`src/rtl/eth_pcs_blk_lock_if.sv`:
```
// Gearbox-to-block-lock sideband: per-block sync header in, lock/slip/invalid status out.
interface eth_pcs_blk_lock_if #(
  parameter int W_SYNC = 2
);
  logic              i_clk_en;
  logic              i_grbx_hdr_valid;
  logic [W_SYNC-1:0] i_grbx_hdr;
  logic              o_blk_lock;
  logic              o_slip;
  logic              o_sh_invalid;
  logic [15:0]       o_slip_cnt;

  modport master (
    output i_clk_en, i_grbx_hdr_valid, i_grbx_hdr,
    input  o_blk_lock, o_slip, o_sh_invalid, o_slip_cnt
  );

  modport slave (
    input  i_clk_en, i_grbx_hdr_valid, i_grbx_hdr,
    output o_blk_lock, o_slip, o_sh_invalid, o_slip_cnt
  );
endinterface

```
`src/rtl/eth_pcs_blk_lock.sv`:
```
// 10GBASE-R 64b/66b block-lock FSM: slips the gearbox until sync headers align.
// Optional saturating slip counter enabled by ETH_PCS_BLK_LOCK_STATS_EN.
module eth_pcs_blk_lock #(
  parameter int W_SYNC           = 2,
  parameter int N_SH_WINDOW      = 64,
  parameter int N_SH_INVALID_MAX = 16,
  parameter int N_SLIP_WAIT      = 2
) (
  input  logic               i_clk,
  input  logic               i_reset_n,
  eth_pcs_blk_lock_if.slave  bus
);
  localparam logic [W_SYNC-1:0] SYNC_DATA = W_SYNC'(2'b01);
  localparam logic [W_SYNC-1:0] SYNC_CTRL = W_SYNC'(2'b10);
  localparam int                W_WAIT    = (N_SLIP_WAIT > 1) ? $clog2(N_SLIP_WAIT) : 1;
  localparam logic [6:0]        WIN_END   = 7'(N_SH_WINDOW);
  localparam logic [4:0]        INV_MAX   = 5'(N_SH_INVALID_MAX);
  localparam logic [W_WAIT-1:0] WAIT_LAST = W_WAIT'(N_SLIP_WAIT - 1);

  typedef enum logic {TEST_SH, SLIP_WAIT} state_t;

  state_t            state_q, state_d;
  logic [6:0]        sh_cnt_q, sh_cnt_d, sh_cnt_inc;
  logic [4:0]        inv_cnt_q, inv_cnt_d, inv_cnt_inc;
  logic [W_WAIT-1:0] wait_q, wait_d;
  logic              lock_q, lock_d;
  logic              slip_q, slip_d;
  logic              shinv_q, shinv_d;
  logic              acc, sh_bad;

  assign acc         = bus.i_clk_en && bus.i_grbx_hdr_valid;
  assign sh_bad      = !(bus.i_grbx_hdr == SYNC_DATA || bus.i_grbx_hdr == SYNC_CTRL);
  assign sh_cnt_inc  = sh_cnt_q + 7'd1;
  assign inv_cnt_inc = inv_cnt_q + {4'd0, sh_bad};

  always_ff @(posedge i_clk or negedge i_reset_n) begin
    if (!i_reset_n) begin
      state_q   <= TEST_SH;
      sh_cnt_q  <= '0;
      inv_cnt_q <= '0;
      wait_q    <= '0;
      lock_q    <= 1'b0;
      slip_q    <= 1'b0;
      shinv_q   <= 1'b0;
    end else begin
      state_q   <= state_d;
      sh_cnt_q  <= sh_cnt_d;
      inv_cnt_q <= inv_cnt_d;
      wait_q    <= wait_d;
      lock_q    <= lock_d;
      slip_q    <= slip_d;
      shinv_q   <= shinv_d;
    end
  end

  always_comb begin
    state_d   = state_q;
    sh_cnt_d  = sh_cnt_q;
    inv_cnt_d = inv_cnt_q;
    wait_d    = wait_q;
    lock_d    = lock_q;
    slip_d    = 1'b0;
    shinv_d   = 1'b0;
    if (acc) begin
      unique case (state_q)
        TEST_SH: begin
          shinv_d = sh_bad;
          // Slip decision outranks the window-end rules on the same header.
          if (sh_bad && (inv_cnt_inc == INV_MAX || !lock_q)) begin
            lock_d  = 1'b0;
            slip_d  = 1'b1;
            wait_d  = '0;
            state_d = SLIP_WAIT;
          end else if (sh_cnt_inc == WIN_END) begin
            if (inv_cnt_inc == 5'd0) lock_d = 1'b1;
            sh_cnt_d  = '0;
            inv_cnt_d = '0;
          end else begin
            sh_cnt_d  = sh_cnt_inc;
            inv_cnt_d = inv_cnt_inc;
          end
        end
        SLIP_WAIT: begin
          if (wait_q == WAIT_LAST) begin
            sh_cnt_d  = '0;
            inv_cnt_d = '0;
            state_d   = TEST_SH;
          end else begin
            wait_d = wait_q + W_WAIT'(1);
          end
        end
        default: state_d = TEST_SH;
      endcase
    end
  end

  assign bus.o_blk_lock   = lock_q;
  assign bus.o_slip       = slip_q;
  assign bus.o_sh_invalid = shinv_q;

`ifdef ETH_PCS_BLK_LOCK_STATS_EN
  logic [15:0] slip_cnt_q;
  always_ff @(posedge i_clk or negedge i_reset_n) begin
    if (!i_reset_n)                             slip_cnt_q <= '0;
    else if (slip_d && slip_cnt_q != 16'hFFFF) slip_cnt_q <= slip_cnt_q + 16'd1;
  end
  assign bus.o_slip_cnt = slip_cnt_q;
`else
  assign bus.o_slip_cnt = '0;
`endif
endmodule

```
`src/flat_wrapper.sv`:
```
// flat-port wrapper written by rule: the top's interface ports become plain ports
module eth_pcs_blk_lock_flat 
#(
  parameter int W_SYNC           = 2,
  parameter int N_SH_WINDOW      = 64,
  parameter int N_SH_INVALID_MAX = 16,
  parameter int N_SLIP_WAIT      = 2
)
  (i_clk, i_reset_n, bus_i_clk_en, bus_i_grbx_hdr_valid, bus_i_grbx_hdr, bus_o_blk_lock, bus_o_slip, bus_o_sh_invalid, bus_o_slip_cnt);
  eth_pcs_blk_lock_if #(.W_SYNC(W_SYNC)) bus_i ();
  input  logic i_clk;
  input  logic i_reset_n;
  input wire logic [$bits(bus_i.i_clk_en)-1:0] bus_i_clk_en;
  input wire logic [$bits(bus_i.i_grbx_hdr_valid)-1:0] bus_i_grbx_hdr_valid;
  input wire logic [$bits(bus_i.i_grbx_hdr)-1:0] bus_i_grbx_hdr;
  output wire logic [$bits(bus_i.o_blk_lock)-1:0] bus_o_blk_lock;
  output wire logic [$bits(bus_i.o_slip)-1:0] bus_o_slip;
  output wire logic [$bits(bus_i.o_sh_invalid)-1:0] bus_o_sh_invalid;
  output wire logic [$bits(bus_i.o_slip_cnt)-1:0] bus_o_slip_cnt;
  assign bus_i.i_clk_en = bus_i_clk_en;
  assign bus_i.i_grbx_hdr_valid = bus_i_grbx_hdr_valid;
  assign bus_i.i_grbx_hdr = bus_i_grbx_hdr;
  assign bus_o_blk_lock = bus_i.o_blk_lock;
  assign bus_o_slip = bus_i.o_slip;
  assign bus_o_sh_invalid = bus_i.o_sh_invalid;
  assign bus_o_slip_cnt = bus_i.o_slip_cnt;
  eth_pcs_blk_lock #(.W_SYNC(W_SYNC), .N_SH_WINDOW(N_SH_WINDOW), .N_SH_INVALID_MAX(N_SH_INVALID_MAX), .N_SLIP_WAIT(N_SLIP_WAIT)) u_core (.i_clk(i_clk), .i_reset_n(i_reset_n), .bus(bus_i));
endmodule
```
`config.mk`:
```
export PLATFORM = sky130hd
export DESIGN_NAME = eth_pcs_blk_lock_flat
export DESIGN_NICKNAME = d
export VERILOG_FILES = /design/src/rtl/eth_pcs_blk_lock_if.sv /design/src/rtl/eth_pcs_blk_lock.sv /design/src/flat_wrapper.sv
export SDC_FILE = /design/constraint.sdc
export NUM_CORES = 1
export LEC_CHECK = 0
export BUFFER_PORTS_ARGS = -buffer_cell sky130_fd_sc_hd__buf_2
export CAP_MARGIN = 20
export CORE_UTILIZATION = 60
export CTS_BUF_LIST = sky130_fd_sc_hd__clkbuf_4 sky130_fd_sc_hd__clkbuf_8
export CTS_CLUSTER_DIAMETER = 40
export DETAILED_ROUTE_END_ITERATION = 12
export PLACE_DENSITY = 0.88
export SLEW_MARGIN = 20
export SYNTH_ARGS = -nofsm -noshare
export SYNTH_HDL_FRONTEND = slang
export SYNTH_SLANG_ARGS = --single-unit
```
`constraint.sdc`:
```
create_clock -name i_clk -period 3.12 [get_ports i_clk]
set_input_delay 0 -clock i_clk [delete_from_list [all_inputs] [get_ports i_clk]]
set_output_delay 0 -clock i_clk [all_outputs]
set_load 0.05 [all_outputs]
```
==> results of run 1 <==
power by group through the flow:
stage / Clock (mW) / Sequential [mW] / Combinational [mW]
2_1_floorplan: 0 / 0.343 / 0.313
6_report: 0.129 / 0.398 / 0.320
5_1_grt: 0.138 / 0.408 / 0.354
3_5_place_dp: 0 / 0.395 / 0.312
3_3_place_gp: 0 / 0.387 / 0.297
4_1_cts: 0.131 / 0.392 / 0.316
flip-flops by register name (all words and copies together), names as in the netlist:
name,cells
u_core.bus.o_slip,1
u_core.state_q,1
u_core.bus.o_blk_lock,1
u_core.bus.o_sh_invalid,1
u_core.sh_cnt_q,7
u_core.wait_q,1
u_core.inv_cnt_q,5
cell families after synthesis:
group                      count (synthesis)  share of synthesized area, %
and+or+nand+nor                           43                          18.6
buffers and inverters                     29                          15.7
xor gates and xnor gates                   3                          2.27
other                                      1                         0.324
adders and majority gates                  3                          3.25
muxes                                      1                         0.974
DFF                                       17                          36.8
AOI/OAI and AO/OA                         29                          22.1
cell usage in the layout, fill, tap and decap left out, types with 2 or more instances in the layout:
| cell type | n |
|---|---|
| a31oi_1 | 2 |
| nor2_1 | 7 |
| ha_1 | 3 |
| dfrtp_1 | 17 |
| a2bb2oi_1 | 2 |
| a21oi_1 | 2 |
| nand2_1 | 8 |
| o211ai_2 | 2 |
| o211ai_1 | 2 |
| o2bb2ai_1 | 2 |
| nand3_1 | 14 |
| buf_2 | 8 |
| o31ai_1 | 3 |
| nor2b_1 | 3 |
| a221o_1 | 2 |
| o21ai_0 | 2 |
| xnor2_1 | 2 |
| inv_1 | 6 |
| clkbuf_4 | 4 |
| and2_1 | 3 |
| or3_1 | 2 |
| conb_1 | 16 |
| nand4_1 | 2 |
| and3_1 | 2 |
worst paths after layout:
path	startpoint	end	slack (ns)	cells after the start
max in group asynchronous	i_reset_n	u_core.inv_cnt_q[2]	2.70	2
worst min-delay path	bus_i_grbx_hdr_valid	u_core.wait_q	0.003	3
worst min register to register	u_core.wait_q	u_core.wait_q	0.51	2
min in group asynchronous	i_reset_n	u_core.inv_cnt_q[3]	0.15	2
worst max register to register	u_core.inv_cnt_q[0]	u_core.inv_cnt_q[3]	0.48	7
worst max-delay path	u_core.inv_cnt_q[0]	u_core.inv_cnt_q[3]	0.48	7
metrics by stage:
step                      power [mW]  hold WS (ns)  utilization, %  instance area (um^2)
after floorplan                0.656        -0.296               -                  1210
after global placement         0.684       -0.0640            64.2                  1130
after detailed placement       0.707       -0.0569            64.2                  1130
after global routing           0.900        0.0378            66.5                  1170
final                          0.848       0.00314            66.5                  1170
after CTS                      0.839     0.0000595            66.5                  1170
worst reg2reg max path, delay by kind of cell (launching register included):
| kind | cells | cell delay, ns |
|---|---|---|
| simple gates | 2 | 0.53 |
| flops | 1 | 0.40 |
| compound gates | 2 | 0.72 |
| fa+ha+maj | 2 | 0.52 |
| xor+xnor | 1 | 0.38 |
cell type report:
type,instances,share of cell area [%]
Multi-Input combinational cell,95,51.7
Inverter,6,1.92
Tap cell,25,2.67
Sequential cell,17,36.3
Clock buffer,4,2.56
Timing Repair Buffer,10,4.91
timing repair:
item	4_1_cts	5_1_grt
hold buffers	1	0
endpoints found under the hold margin	17	0
gates resized for setup	0	0
per-layer routing:
layer	track usage (%)	wire, um
met4	17.1	90
met2	45.1	1240
met5	0	0
met1	34.0	980
met3	5.16	143
==> flow_summary.toml, run 1 <==
[critical_path]
worstPathArrival_ns = 2.83
crit_buf_inv = 0
cpPeakStageDelay_ns = 0.40
endpoint_kind = "register"
crit_path_cell_trace = "ha_1 > ha_1 > nand3_1 > xor2_1 > o211ai_2 > and2_1 > a221o_1"
worst_path_max_delay_cell = "dfrtp_1"
crit_family = "compound AO/OA/AOI/OAI gates"
cp.required_ns = 3.31
cp_max_fo = 13
critPathKind = "reg -> reg"
worst_path_most_repeated_cell = "ha_1"
critPathLaunchType = "register"

[synthesis]
synth_most_common_cell = "dfrtp_1"
syn_inst = 126
synth_edf_count = 0
synth_commonest_cells = "dfrtp_1, buf_4, nand3_1"
yosysWarningCount = 0
synth_top_area_share_pct = 36.8
yosys.area.top_type = "dfrtp_1"
netlist_area_um2 = 1160
synth_area_leaders = "dfrtp_1, buf_4, nand3_1"
synth_async_sr_flop_share_pct = 100
synth_cell_type_count = 40
yosys_register_bits = 17
syn_avg_cell_area_um2 = 9.18
yosysSeqAreaShare_pct = 36.8
ys.flop_type = "dfrtp_1"

[cts]
cts_root_buf = "clkbuf_4"
cts_buffers = 3
cts_tree = "built"
worstSkewPairLatency_ns = 0.29
cts_buffer_depth = 2
clock-sinks = 17
cts.clk_slew.worst_paths_ns = 0.10
htreeDepth = 1
cts_setup_buffers = 0

[floorplanning]
start_util_pct = 65.5
placementRows = 15
die_w_um = 45.9
fp.dieH_um = 45.9
die-area_um2 = 2110
core_area_um2 = 1760
io_pins = 25

[timing]
slew_headroom_pct = 62.7
finalSetupViolations = 0
tightestPinTransition_ns = 0.557
finalCritPeriodShare_pct = 84.8
setup_slack_ns = 0.475
skew_ns = 0.00138
clock.fmax_mhz = 378
slew_violations = 0
setup_tns_ns = 0
hold_violations = 0
min_period_ns = 2.64
rsz0062_at_grt = "false"

[drt]
drc_errors = 0
vias_per_cell = 6.10
num_vias = 957
dr.pass1.iters = 6
totalWireLength_mm = 2.46
drtAntennaViolNets = 0
drtIter0Drc = 45
post_drt_wl_per_cell_um = 15.6

[place]
place_inst = 152
gp_congestion = 0.954
portBuffers = 8
hpwl_mm = 1.70
dp_slack_ns = 0.647

[layout]
regArea_um2 = 425
n_antenna_cell = 0
fillers = 151
multi_input_area_um2 = 606
final_cells = 157
drive_gt1_share_pct = 13.6
synthToLayoutAreaGrowth_pct = 1.41
layout.nets = 142

[power]
p_leak_nw = 0.536
p_int_mw = 0.467
p_seq_share_pct = 47.0
swShare_pct = 44.9
power_density_nw_per_um2 = 723
worst_ir_drop_vdd_uv = 493
pwr-share-clk_pct = 15.2
p_comb_share_pct = 37.8
switchingPower_mw = 0.381

[global_route]
grt_pass1_wl_mm = 4.06
antenna_found_initial = 0
grt_pass1_vias = 907
grt_max_degree = 18
track_usage_pct = 27.9
grt-ovfl-total = 0

[worst_hold_path]
hp-class = "in -> reg"

[status]
status = "finished, final reports clean"

[job]
maxCapViolCount = 0
Power figures use the tool's default switching activity.
==> run 2: changes to the inputs <==
CORE_UTILIZATION = 56   (was 60)
PLACE_DENSITY = 0.83   (was 0.88)
clock period = 2.5 ns   (was 3.12 ns; I/O delays follow)
==> run 2 against run 1 <==
Against the previous run:
- the run now ends with negative hold slack left
- critical path depth grew 1
- maximum frequency grew 12%
- die area grew 6.8%
- global-route usage shrank 4.5 points
- sequential power grew 24%
- clock power grew 23%
- highest routed layer unchanged
- utilization shrank 4.6 points
- worst setup slack lost 0.34 ns
==> flow_summary.toml, run 2 (synthesis gave the netlist of run 1 again) <==
[drt]
drtAntennaViolNets = 0
drc_errors = 0
vias_per_cell = 5.86
num_vias = 943
drtIter0Drc = 34
post_drt_wl_per_cell_um = 13.7
totalWireLength_mm = 2.21
dr.pass1.iters = 4

[cts]
worstSkewPairLatency_ns = 0.29
cts_buffers = 3
cts_tree = "built"
cts.clk_slew.worst_paths_ns = 0.10
htreeDepth = 1
clock-sinks = 17
cts_buffer_depth = 2
cts_root_buf = "clkbuf_4"

[power]
p_comb_share_pct = 37.3
p_int_mw = 0.585
switchingPower_mw = 0.457
power_density_nw_per_um2 = 868
worst_ir_drop_vdd_uv = 609
p_seq_share_pct = 47.4
p_leak_nw = 0.546
pwr-share-clk_pct = 15.2
swShare_pct = 43.9

[global_route]
grt-ovfl-total = 0
grt_max_degree = 18
track_usage_pct = 23.3
grt_pass1_vias = 836
grt_pass1_wl_mm = 3.66
antenna_found_initial = 0

[job]
maxCapViolCount = 0

[critical_path]
cp.required_ns = 2.68
crit_buf_inv = 1
cp.depth = 8
worst_path_max_delay_cell = "dfrtp_1"
critPathLaunchType = "register"
crit_path_cell_trace = "ha_1 > ha_1 > xnor2_1 > o211ai_2 > o211ai_2 > buf_4 > a21oi_2 > a221o_1"
cpPeakStageDelay_ns = 0.40
cp-startpoint = "u_core.inv_cnt_q[0]"
crit_family = "compound AO/OA/AOI/OAI gates"
critPathKind = "reg -> reg"
cp_max_fo = 9
reg2reg_depth = 8
worstPathArrival_ns = 2.54
endpoint_kind = "register"
reg2reg_slack_ns = 0.14
r2r_end = "u_core.inv_cnt_q[3]"
r2r-start = "u_core.inv_cnt_q[0]"

[layout]
n_antenna_cell = 0
regArea_um2 = 425
layout.nets = 144
regMostFlops = "u_core.sh_cnt_q"
drive_gt1_share_pct = 15.7
synthToLayoutAreaGrowth_pct = 3.90
largest_register_ffs = 7
fillers = 163
top_regs = "u_core.sh_cnt_q (7), u_core.inv_cnt_q (5)"
layout_common_cells = "dfrtp_1, conb_1, nand3_1, nand2_1, buf_2"
final_common_cell = "dfrtp_1"
multi_input_area_um2 = 614

[worst_hold_path]
min-delay-start = "bus_i_clk_en"
hp-class = "in -> reg"
hold_depth = 3
min_to = "u_core.state_q"

[floorplanning]
fp.dieH_um = 47.4
die-area_um2 = 2250
core_area_um2 = 1940
die_w_um = 47.4
placementRows = 16
start_util_pct = 59.5
io_pins = 25

[timing]
slew_violations = 0
clock.fmax_mhz = 424
hold_violations = 1
finalSetupViolations = 0
setup_tns_ns = 0
min_period_ns = 2.36
whs_ns = -0.00163
skew_ns = 0.00841
finalCritPeriodShare_pct = 94.4
rsz0062_at_grt = "false"

[status]
status = "finished, violations left"
violations = "negative hold slack"

[place]
gp_congestion = 0.825
portBuffers = 8
hpwl_mm = 1.62
-- run 2: cell count changes in the layout (fill, tap and decap cells not counted) --
| cell | previous run | this run |
|---|---|---|
| and2_2 | 0 | 1 |
| and2_1 | 3 | 2 |
| buf_4 | 1 | 2 |
| dlygate4sd3_1 | 1 | 2 |
| xor2_2 | 0 | 1 |
| xor2_1 | 1 | 0 |
-- run 2: worst min-delay path, stage by stage --
cell	delay, ns
buf_2	0.11
a21oi_1	0.06
nor2_1	0.08
-- run 2: repair_timing --
action | CTS | global route
resized for setup | 0 | 2
hold buffers | 2 | 0
endpoints found under the hold margin | 18 | 0
setup endpoints to repair | 0 | 2
setup buffers | 0 | 0
-- run 2: through the flow --
stage | setup WS, ns | utilization (%) | instance area (um^2) | total power [mW] | instances
2_1_floorplan | 0.371 | - | 1210 | 0.819 | 141
4_1_cts | 0.0773 | 61.4 | 1190 | 1.04 | 161
3_5_place_dp | 0.104 | 58.8 | 1140 | 0.878 | 155
3_3_place_gp | 0.233 | 58.8 | 1140 | 0.854 | 155
6_report | 0.140 | 61.9 | 1200 | 1.04 | 161
5_1_grt | 0.00837 | 61.9 | 1200 | 1.12 | 161
-- run 2: cell type report --
type                    instances  share of cell area (%)
clock buffers                   4                    2.50
inverters                       6                    1.88
flip-flops and latches         17                    35.4
multi-input cells              95                    51.1
repair buffers                 12                    6.25
well taps                      27                    2.81
-- run 2: power groups by stage --
stage | clock network (mW) | logic [mW] | registers, mW
floorplan | 0 | 0.391 | 0.428
global placement | 0 | 0.370 | 0.484
detailed placement | 0 | 0.382 | 0.495
CTS | 0.161 | 0.388 | 0.491
global route | 0.173 | 0.436 | 0.509
finish | 0.159 | 0.389 | 0.494
-- run 2: how the worst max path moves through the flow --
stage / endpoint / slack, ns
floorplan: u_core.inv_cnt_q[3] / 0.37
global placement: u_core.inv_cnt_q[3] / 0.23
detailed placement: u_core.inv_cnt_q[3] / 0.10
finish: u_core.inv_cnt_q[3] / 0.14
global route: u_core.inv_cnt_q[3] / 0.008
CTS: u_core.inv_cnt_q[3] / 0.08
-- run 2: routing by layer --
layer / vias up / global-route usage, % / routed length (um)
met5: - / 0 / 0
met4: 0 / 9.14 / 27
met3: 4 / 2.26 / 99
met2: 41 / 37.3 / 1120
met1: 459 / 32.8 / 958
li1: 439 / - / -
